`config.mk`:
```
export PLATFORM = sky130hd
export DESIGN_NAME = sync_fifo_param
export DESIGN_NICKNAME = d
export VERILOG_FILES = /design/src/rtl/sync_fifo_param.sv
export SDC_FILE = /design/constraint.sdc
export NUM_CORES = 1
export LEC_CHECK = 0
export CAP_MARGIN = 20
export CORE_MARGIN = 1.5
export CORE_UTILIZATION = 41
export DETAILED_ROUTE_END_ITERATION = 6
export HOLD_SLACK_MARGIN = 0.15
export PLACE_DENSITY = 0.71
export SLEW_MARGIN = 20
export SYNTH_ARGS = -nofsm -noshare
export SYNTH_HDL_FRONTEND = slang
export SYNTH_SLANG_ARGS = --single-unit
```
`constraint.sdc`:
```
create_clock -name clk -period 2.6 [get_ports clk]
set_input_delay 0.26 -clock clk [delete_from_list [all_inputs] [get_ports clk]]
set_output_delay 0.26 -clock clk [all_outputs]
set_load 0.01 [all_outputs]
```
`src/rtl/sync_fifo_param.sv`:
```
// Parametrised single-clock FIFO with occupancy count, almost-full/almost-empty
// thresholds, sticky overflow/underflow flags and optional first-word-fall-through.
// Ports:
//   clk, rst             clock and synchronous active-high reset
//   wr_en, data_in       write request and write data
//   rd_en, data_out      read request and read data (registered)
//   full, empty          count == DEPTH / count == 0
//   almost_full          count >= AF_THRESH
//   almost_empty         count <= AE_THRESH
//   count                current occupancy 0..DEPTH
//   overflow, underflow  sticky rejected-write / rejected-read flags
module sync_fifo_param #(
  parameter int unsigned DATA_W    = 8,
  parameter int unsigned DEPTH     = 16,
  parameter int unsigned AF_THRESH = 14,
  parameter int unsigned AE_THRESH = 2,
  parameter int unsigned FWFT      = 0
) (
  input  logic                     clk,
  input  logic                     rst,
  input  logic                     wr_en,
  input  logic [DATA_W-1:0]        data_in,
  input  logic                     rd_en,
  output logic [DATA_W-1:0]        data_out,
  output logic                     full,
  output logic                     empty,
  output logic                     almost_full,
  output logic                     almost_empty,
  output logic [$clog2(DEPTH):0]   count,
  output logic                     overflow,
  output logic                     underflow
);

  localparam int unsigned AW    = $clog2(DEPTH);
  localparam int unsigned CNT_W = AW + 1;

  // Elaboration-time parameter checks
  if (DATA_W < 1) begin : g_bad_width
    $error("sync_fifo_param: DATA_W must be >= 1");
  end
  if (DEPTH < 2 || (DEPTH & (DEPTH - 1)) != 0) begin : g_bad_depth
    $error("sync_fifo_param: DEPTH must be a power of two >= 2");
  end
  if (AF_THRESH < 1 || AF_THRESH > DEPTH) begin : g_bad_af
    $error("sync_fifo_param: AF_THRESH must be in 1..DEPTH");
  end
  if (AE_THRESH > DEPTH - 1) begin : g_bad_ae
    $error("sync_fifo_param: AE_THRESH must be in 0..DEPTH-1");
  end

  logic [DATA_W-1:0] mem_q [DEPTH];

  logic [AW-1:0]     wr_ptr_q, wr_ptr_d;
  logic [AW-1:0]     rd_ptr_q, rd_ptr_d;
  logic [CNT_W-1:0]  count_q, count_d;
  logic              full_q, full_d;
  logic              empty_q, empty_d;
  logic              almost_full_q, almost_full_d;
  logic              almost_empty_q, almost_empty_d;
  logic              overflow_q, overflow_d;
  logic              underflow_q, underflow_d;
  logic [DATA_W-1:0] data_out_q, data_out_d;
  logic              rd_acc;
  logic              wr_acc;

  // Next-state logic: accept decisions, pointers, count, flags, read data
  always_comb begin
    rd_acc         = rd_en && !empty_q;
    wr_acc         = wr_en && (!full_q || rd_acc);
    wr_ptr_d       = wr_ptr_q;
    rd_ptr_d       = rd_ptr_q;
    count_d        = count_q;
    data_out_d     = data_out_q;
    overflow_d     = overflow_q  || (wr_en && !wr_acc);
    underflow_d    = underflow_q || (rd_en && !rd_acc);

    if (wr_acc) wr_ptr_d = wr_ptr_q + AW'(1);
    if (rd_acc) rd_ptr_d = rd_ptr_q + AW'(1);

    case ({wr_acc, rd_acc})
      2'b10:   count_d = count_q + CNT_W'(1);
      2'b01:   count_d = count_q - CNT_W'(1);
      default: count_d = count_q;
    endcase

    // Flags registered from next count so they never lag count
    full_d         = (count_d == CNT_W'(DEPTH));
    empty_d        = (count_d == CNT_W'(0));
    almost_full_d  = (count_d >= CNT_W'(AF_THRESH));
    almost_empty_d = (count_d <= CNT_W'(AE_THRESH));

    if (FWFT == 0) begin
      if (rd_acc) data_out_d = mem_q[rd_ptr_q];
    end else if (count_d != CNT_W'(0)) begin
      // New head is the word being written this edge when it lands at rd_ptr_d
      if (wr_acc && (wr_ptr_q == rd_ptr_d)) data_out_d = data_in;
      else                                  data_out_d = mem_q[rd_ptr_d];
    end
  end

  // Control and output registers
  always_ff @(posedge clk) begin
    if (rst) begin
      wr_ptr_q       <= '0;
      rd_ptr_q       <= '0;
      count_q        <= '0;
      full_q         <= 1'b0;
      empty_q        <= 1'b1;
      almost_full_q  <= 1'b0;
      almost_empty_q <= 1'b1;
      overflow_q     <= 1'b0;
      underflow_q    <= 1'b0;
      data_out_q     <= '0;
    end else begin
      wr_ptr_q       <= wr_ptr_d;
      rd_ptr_q       <= rd_ptr_d;
      count_q        <= count_d;
      full_q         <= full_d;
      empty_q        <= empty_d;
      almost_full_q  <= almost_full_d;
      almost_empty_q <= almost_empty_d;
      overflow_q     <= overflow_d;
      underflow_q    <= underflow_d;
      data_out_q     <= data_out_d;
    end
  end

  // Storage array, intentionally not reset
  always_ff @(posedge clk) begin
    if (!rst && wr_acc) mem_q[wr_ptr_q] <= data_in;
  end

  assign data_out     = data_out_q;
  assign full         = full_q;
  assign empty        = empty_q;
  assign almost_full  = almost_full_q;
  assign almost_empty = almost_empty_q;
  assign count        = count_q;
  assign overflow     = overflow_q;
  assign underflow    = underflow_q;

endmodule

```
==> results of run 1 <==
## power groups by stage
stage	sequential (mW)	combinational, mW	clock (mW)
2_1_floorplan	2.89	0.595	0
4_1_cts	2.86	0.902	2.34
3_5_place_dp	2.91	0.897	0
3_3_place_gp	2.90	0.868	0
5_1_grt	2.87	0.985	2.46
6_report	2.86	0.908	2.31
## metrics by stage
step | hold slack [ns] | instances | utilization (%) | setup slack, ns
after floorplan | 0.359 | 360 | - | 0.00328
after global placement | 0.452 | 586 | 47.0 | -0.231
after detailed placement | 0.461 | 586 | 47.0 | -0.282
after CTS | 0.472 | 618 | 50.8 | 0.0957
after global routing | 0.496 | 619 | 51.0 | -0.0399
final | 0.470 | 619 | 51.0 | 0.110
## cell usage after synthesis, types with 2 or more instances
cell      number
edfxtp_1     128
mux4_2        32
nor2_1        31
dfxtp_1       27
nand2_1       24
a22o_1        16
a21oi_1       11
clkbuf_1      10
ha_1           8
o21ai_1        8
xor2_1         7
inv_1          5
nor3_1         5
buf_1          4
buf_6          4
nand2b_1       3
nand4_1        3
xnor2_1        3
a211o_1        2
a21o_1         2
a31oi_1        2
and2_1         2
buf_4          2
mux2i_1        2
nor2b_1        2
## cells by family after synthesis
group                      count (synthesis)  synth area share [%]
DFF                                      155                  71.1
and+or+nand+nor                           74                  5.37
muxes                                     35                  12.2
adders and majority gates                  8                  1.62
xor gates and xnor gates                  10                  1.42
AOI/OAI and AO/OA                         50                  5.84
buffers and inverters                     28                  2.49
## critical path: cells and delay by family (launching register included)
| kind | cells | cell delay (ns) |
|---|---|---|
| AO/OA/AOI/OAI | 3 | 0.53 |
| flip-flops | 1 | 0.34 |
| XOR/XNOR | 2 | 0.34 |
| adder cells (fa/ha/maj) | 2 | 0.41 |
| AND/OR/NAND/NOR | 2 | 0.25 |
| buffers and inverters | 2 | 0.21 |
| multiplexers | 1 | 0.32 |
## layer usage
metal	up-vias	track usage, %
li1	1533	-
met3	13	4.76
met4	0	6.62
met1	1650	20.8
met2	120	27.3
met5	-	0
## what timing repair did
| action | 4_1_cts | 5_1_grt |
|---|---|---|
| setup buffers | 0 | 1 |
| resized for setup | 0 | 6 |
| endpoints found under the setup margin | 0 | 5 |
## final timing paths
check,from,endpoint,slack [ns],cells after the start
min reg2reg,underflow$_SDFF_PP0_,underflow$_SDFF_PP0_,0.47,2
max reg2reg,empty$_SDFF_PP1_,almost_empty$_SDFF_PP1_,0.11,12
min,underflow$_SDFF_PP0_,underflow$_SDFF_PP0_,0.47,2
max,empty$_SDFF_PP1_,almost_empty$_SDFF_PP1_,0.11,12
## cell type report
| type | instances | share of cell area (%) |
|---|---|---|
| multi-input combinational | 177 | 22.4 |
| clock buffer | 18 | 5.77 |
| clock inverter | 14 | 1.75 |
| inverter | 6 | 0.303 |
| sequential | 155 | 58.9 |
| timing repair buffer | 65 | 7.73 |
| tap | 184 | 3.09 |
## flip-flops by register name, indices dropped and copies added (netlist names)
name / cells
empty: 1
rd_ptr_q: 4
wr_ptr_q: 4
full: 1
overflow: 1
mem_q: 128
almost_empty: 1
almost_full: 1
data_out: 8
underflow: 1
count: 5
==> key figures, run 1 <==
Clock network
  – CTS Sinks: 155
  – CTS clock-pin slew for the worst setup and hold paths: 0.06 ns
  – CTS tree: built
  – CTS Buffer Depth: 2
  – CTS Buf Count: 17
  – H-tree Lvls: 4
  – Hold_buf cts: 0
  – Clock Latency Late Sink: 0.42 ns
  – Clk root buf: clkbuf_16

GRT
  – Gr usage total: 16.6%
  – Initial antenna violation count: 0
  – Grt ovf: 0
  – Number of global-route vias before repair: 3,482
  – First-pass GRT wire length: 19.2 mm
  – Largest net degree at the start of global routing: 36

Pwr
  – P_leak: 2.51 nW
  – Gate power share: 14.9%
  – Internal power: 4.51 mW
  – Pwr Density: 817 nW/um^2
  – P_sw: 1.57 mW
  – Reg power frac: 47.1%
  – Maximum vdd ir drop: 0.000583 V
  – Clk network pwr share: 38.0%
  – Total Power: 6.08 mW
  – Switching Share: 25.8%

Floorplanning
  – Initial Utilization: 42.3%
  – CORE AREA: 14,600 sq um
  – Io pins: 31
  – Die ar.: 15,800 sq um
  – Row count: 44
  – Die height: 126 um
  – Die span in x: 126 um

Detailed routing
  – Met2 routed WL: 6.28 mm
  – Routed length per instance: 19.8 um
  – Metal-1 WL: 4.92 mm
  – Final WL: 12.2 mm
  – Via Count: 3,316
  – Pre-antenna DRT Iters: 4
  – Vias/cell: 5.36
  – Top sig layer: met4
  – Initial drt markers: 343
  – Post-route ant nets: 0
  – DR WL met3: 844 um
  – Remaining DRCs: 0

Worst setup path
  – Max incr delay on CP: 0.34 ns
  – Crit-path slowest cell: dfxtp_2
  – Worst Path Required: 2.91 ns
  – CP cell instances: nand2b_4, a21boi_4, inv_2, ha_2, xor2_1, ha_2, mux2_4, nand2_2, o2111ai_2, xor2_1, buf_4, a41o_1
  – Setup CP Type: flop to flop
  – Worst setup EP type: flop
  – Crit start category: flop
  – Worst Path Max Fanout: 3
  – Critical path arrival: 2.80 ns

Timing
  – Final period util: 95.8%
  – Slew @ Worst Pin: 0.689 ns
  – Final Hold Viols: 0
  – Total negative setup slack: 0 ns
  – Max Slew Vio Count: 0
  – Worst Clk Skew: 0.00688 ns
  – Slew HR: 54.0%
  – Final worst path period need: 2.49 ns
  – # setup viols final: 0
  – Achievable frequency: 402 MHz

Synthesis
  – Main flop type after synthesis: edfxtp_1
  – Sequential fraction of the synthesis area: 71.1%
  – Synth cell types: 42
  – Syn Inst Count: 360
  – Area leader, netlist: edfxtp_1
  – Post-Syn Area: 6170 sq um
  – YS warnings: 0
  – Post-synthesis async set-or-reset flop share: 0%
  – Seq cells post-synth: 155
  – Synth area leaders: edfxtp_1, mux4_2, dfxtp_1, a22o_1, nor2_1
  – Post-synth EDFFs: 128
  – Syn_area_per_cell: 17.1 sq um
  – Share of the synthesized area in the top cell type: 62.3%
  – Syn nets: 380

Final layout
  – Final nets: 442
  – Multi-input gate area in the final layout: 1670 sq um
  – Register area: 4390 sq um
  – Commonest cells after routing, fill and taps aside: edfxtp_1, buf_4, mux4_2
  – Commonest non-fill, non-tap cell in the layout: edfxtp_1
  – Layout fillers: 1,182
  – Share of layout cells above drive strength 1: 25.3%
  – Finished Cell Area: 7440 sq um
  – Area Overhead vs Synth: 20.6%
  – Antenna Cells: 0

Placement
  – Routability cong.: 0.755
  – Hpwl dp: 7.78 mm
  – Cell Area, Placed: 6850 sq um
  – IO Port Bufs: 30

Flow run
  – # Max-Cap Violations: 0

Status
  – Status: finished clean

Worst hold path
  – Worst min-delay path category: flop to flop
Power figures use the tool's default switching activity.
==> run 2: changes to the inputs <==
--- a/config.mk
+++ b/config.mk
@@ -6,12 +6,13 @@
 export NUM_CORES = 1
 export LEC_CHECK = 0
 export CAP_MARGIN = 20
+export CELL_PAD_IN_SITES_DETAIL_PLACEMENT = 2
+export CELL_PAD_IN_SITES_GLOBAL_PLACEMENT = 2
 export CORE_MARGIN = 1.5
 export CORE_UTILIZATION = 41
 export DETAILED_ROUTE_END_ITERATION = 6
 export HOLD_SLACK_MARGIN = 0.15
-export PLACE_DENSITY = 0.71
-export SLEW_MARGIN = 20
+export PLACE_DENSITY = 0.87
 export SYNTH_ARGS = -nofsm -noshare
 export SYNTH_HDL_FRONTEND = slang
 export SYNTH_SLANG_ARGS = --single-unit
==> run 2 against run 1 <==
  * Worst setup slack got worse by 0.00055 ns
  * Global-route usage rose by 5.7 points
  * Cell count did not move
  * Cell area rose by 0.98%
  * Clock power rose by 7%
  * Flip-flop and latch count did not move
  * Wire length rose by 34%
  * Critical path type unchanged
  * Critical endpoint unchanged
  * Largest power group unchanged
==> key figures, run 2 (same netlist as run 1, synthesis figures left out) <==
Timing
  – Slew @ Worst Pin: 0.913 ns (+0.224 ns)
  – Final Hold Viols: 0 (unchanged)
  – Total negative setup slack: 0 ns (unchanged)
  – Max Slew Vio Count: 0 (unchanged)
  – Achievable frequency: 402 MHz (about the same)
  – RSZ-0062 raised after global routing: no
  – Slew HR: 39.0% (-15 points)
  – Worst Clk Skew: 0.0105 ns (+0.00363 ns)
  – WHS: 0.458 ns (-0.0118 ns)
  – Final period util: 95.8% (about the same)
  – # setup viols final: 0 (unchanged)
  – Final worst path period need: 2.49 ns (+0.000547 ns)

Final layout
  – Final nets: 442 (unchanged)
  – Non-filler cells, final: 619 (unchanged)
  – Largest register by flop count: mem_q
  – Commonest non-fill, non-tap cell in the layout: edfxtp_1
  – Area Overhead vs Synth: 21.8%
  – Max FFs per register: 128 (unchanged)
  – Share of layout cells above drive strength 1: 25.1% (-0.23 points)
  – Antenna Cells: 0 (unchanged)
  – Commonest cells after routing, fill and taps aside: edfxtp_1, buf_4, mux4_2

Detailed routing
  – Final WL: 16.4 mm (+34%)
  – Vias/cell: 5.63 (+5.0%)
  – Via Count: 3,483 (+5.0%)
  – Initial drt markers: 229 (-33%)
  – Remaining DRCs: 0 (unchanged)
  – Pre-antenna DRT Iters: 4 (unchanged)
  – Post-route ant nets: 0 (unchanged)
  – Routed length per instance: 26.6 um (+34%)

Floorplanning
  – Io pins: 31 (unchanged)
  – Row count: 44 (unchanged)
  – Die ar.: 15,800 sq um (unchanged)
  – Initial Utilization: 42.3% (unchanged)
  – Die height: 126 um (unchanged)
  – CORE AREA: 14,600 sq um (unchanged)
  – Die span in x: 126 um (unchanged)

GRT
  – Initial antenna violation count: 0 (unchanged)
  – Gr usage total: 22.3% (+5.7 points)
  – Largest net degree at the start of global routing: 36 (unchanged)
  – First-pass GRT wire length: 25.1 mm (+30%)
  – Grt ovf: 0 (unchanged)
  – Number of global-route vias before repair: 3,859 (+11%)

Placement
  – Hpwl dp: 11.1 mm (+43%)
  – Placed Cells: 585 (-0.17%)
  – Routability cong.: 0.782 (+3.7%)
  – IO Port Bufs: 30 (unchanged)

Clock network
  – CTS tree: built
  – CTS clock-pin slew for the worst setup and hold paths: 0.06 ns (about the same)
  – CTS Buf Count: 17 (unchanged)
  – Clk root buf: clkbuf_16
  – H-tree Lvls: 4 (unchanged)
  – Clock Latency Late Sink: 0.43 ns (about the same)
  – CTS Sinks: 155 (unchanged)
  – CTS Buffer Depth: 2 (unchanged)

Status
  – Status: finished clean

Worst setup path
  – CP cell instances: nand2b_4, a21boi_4, inv_2, ha_4, xor2_4, ha_4, a21o_1, and2_1, o2111ai_2, xor2_1, buf_4, a41o_1
  – Worst Path Required: 2.97 ns (+0.06 ns)
  – Worst Path Max Fanout: 3 (unchanged)
  – Crit start category: flop
  – Crit-path most repeated cell: ha_4
  – Crit-path leading delay family: compound AO/OA/AOI/OAI gates
  – Setup CP Type: flop to flop
  – Max incr delay on CP: 0.33 ns (about the same)
  – Critical path arrival: 2.86 ns (+0.06 ns)
  – Crit path depth: 12 (unchanged)
  – Crit-path slowest cell: dfxtp_2
  – Worst setup EP type: flop
  – CP bufs+invs: 2 (unchanged)
  – Worst Reg-to-Reg Cells: 12 (unchanged)

Pwr
  – P_leak: 2.53 nW (+0.75%)
  – Maximum vdd ir drop: 0.000644 V (+10%)
  – Pwr Density: 843 nW/um^2 (+3.2%)

Flow run
  – # Max-Cap Violations: 0 (unchanged)

Worst hold path
  – Hold depth: 2 (unchanged)
  – Worst min-delay path category: flop to flop
run 2: worst reg2reg max path: cells and delay by family (launching register included):
kind / cells / cell delay, ns
adders and majority gates: 2 / 0.37
xor gates and xnor gates: 2 / 0.45
buffers and inverters: 2 / 0.26
and+or+nand+nor: 2 / 0.35
DFF: 1 / 0.33
AOI/OAI and AO/OA: 4 / 0.68
run 2: cell type report:
cell class                      count  area (sq um)
Fill cell                        1282          7070
Sequential cell                   155          4390
Multi-Input combinational cell    177          1700
Timing Repair Buffer               65           576
Clock buffer                       26           553
Tap cell                          184           230
Clock inverter                      6          46.3
Inverter                            6          22.5
run 2: layer usage:
metal	wire [um]	track usage (%)	part of all wire [%]
met1	6830	28.6	42
met2	8610	37.4	52
met4	344	9.36	2.1
met5	0	0	0
met3	654	4.12	4.0
run 2: what timing repair did:
action,CTS,global route
setup endpoints to repair,4,5
hold buffers,0,0
buffers inserted,2,0
gates resized for setup,3,6
endpoints found under the hold margin,0,0
pin swaps,2,2
run 2: power breakdown:
part,total (mW),switching [mW],internal [mW],leakage [nW]
clock network,2.48,1.01,1.48,0.289
logic,0.977,0.480,0.498,0.867
registers,2.88,0.105,2.77,1.37
total,6.33,1.59,4.74,2.53
run 2: per-stage QoR:
| step | cell area [sq um] | setup WS [ns] | power, mW | utilization, % |
|---|---|---|---|---|
| after global routing | 7510 | 0.0000693 | 6.55 | 51.5 |
| final | 7510 | 0.109 | 6.33 | 51.5 |
| after global placement | 6840 | -0.270 | 3.79 | 46.9 |
| after floorplan | 6180 | 0.00328 | 3.49 | - |
| after detailed placement | 6840 | -0.361 | 3.86 | 46.9 |
| after CTS | 7470 | 0.00318 | 6.36 | 51.2 |
run 2: path summary, 6_finish.rpt:
check | start | to | slack, ns
max | empty$_SDFF_PP1_ | almost_empty$_SDFF_PP1_ | 0.11
max reg2reg | empty$_SDFF_PP1_ | almost_empty$_SDFF_PP1_ | 0.11
min | data_out[5]$_SDFFE_PP0P_ | data_out[5]$_SDFFE_PP0P_ | 0.46
min reg2reg | data_out[5]$_SDFFE_PP0P_ | data_out[5]$_SDFFE_PP0P_ | 0.46
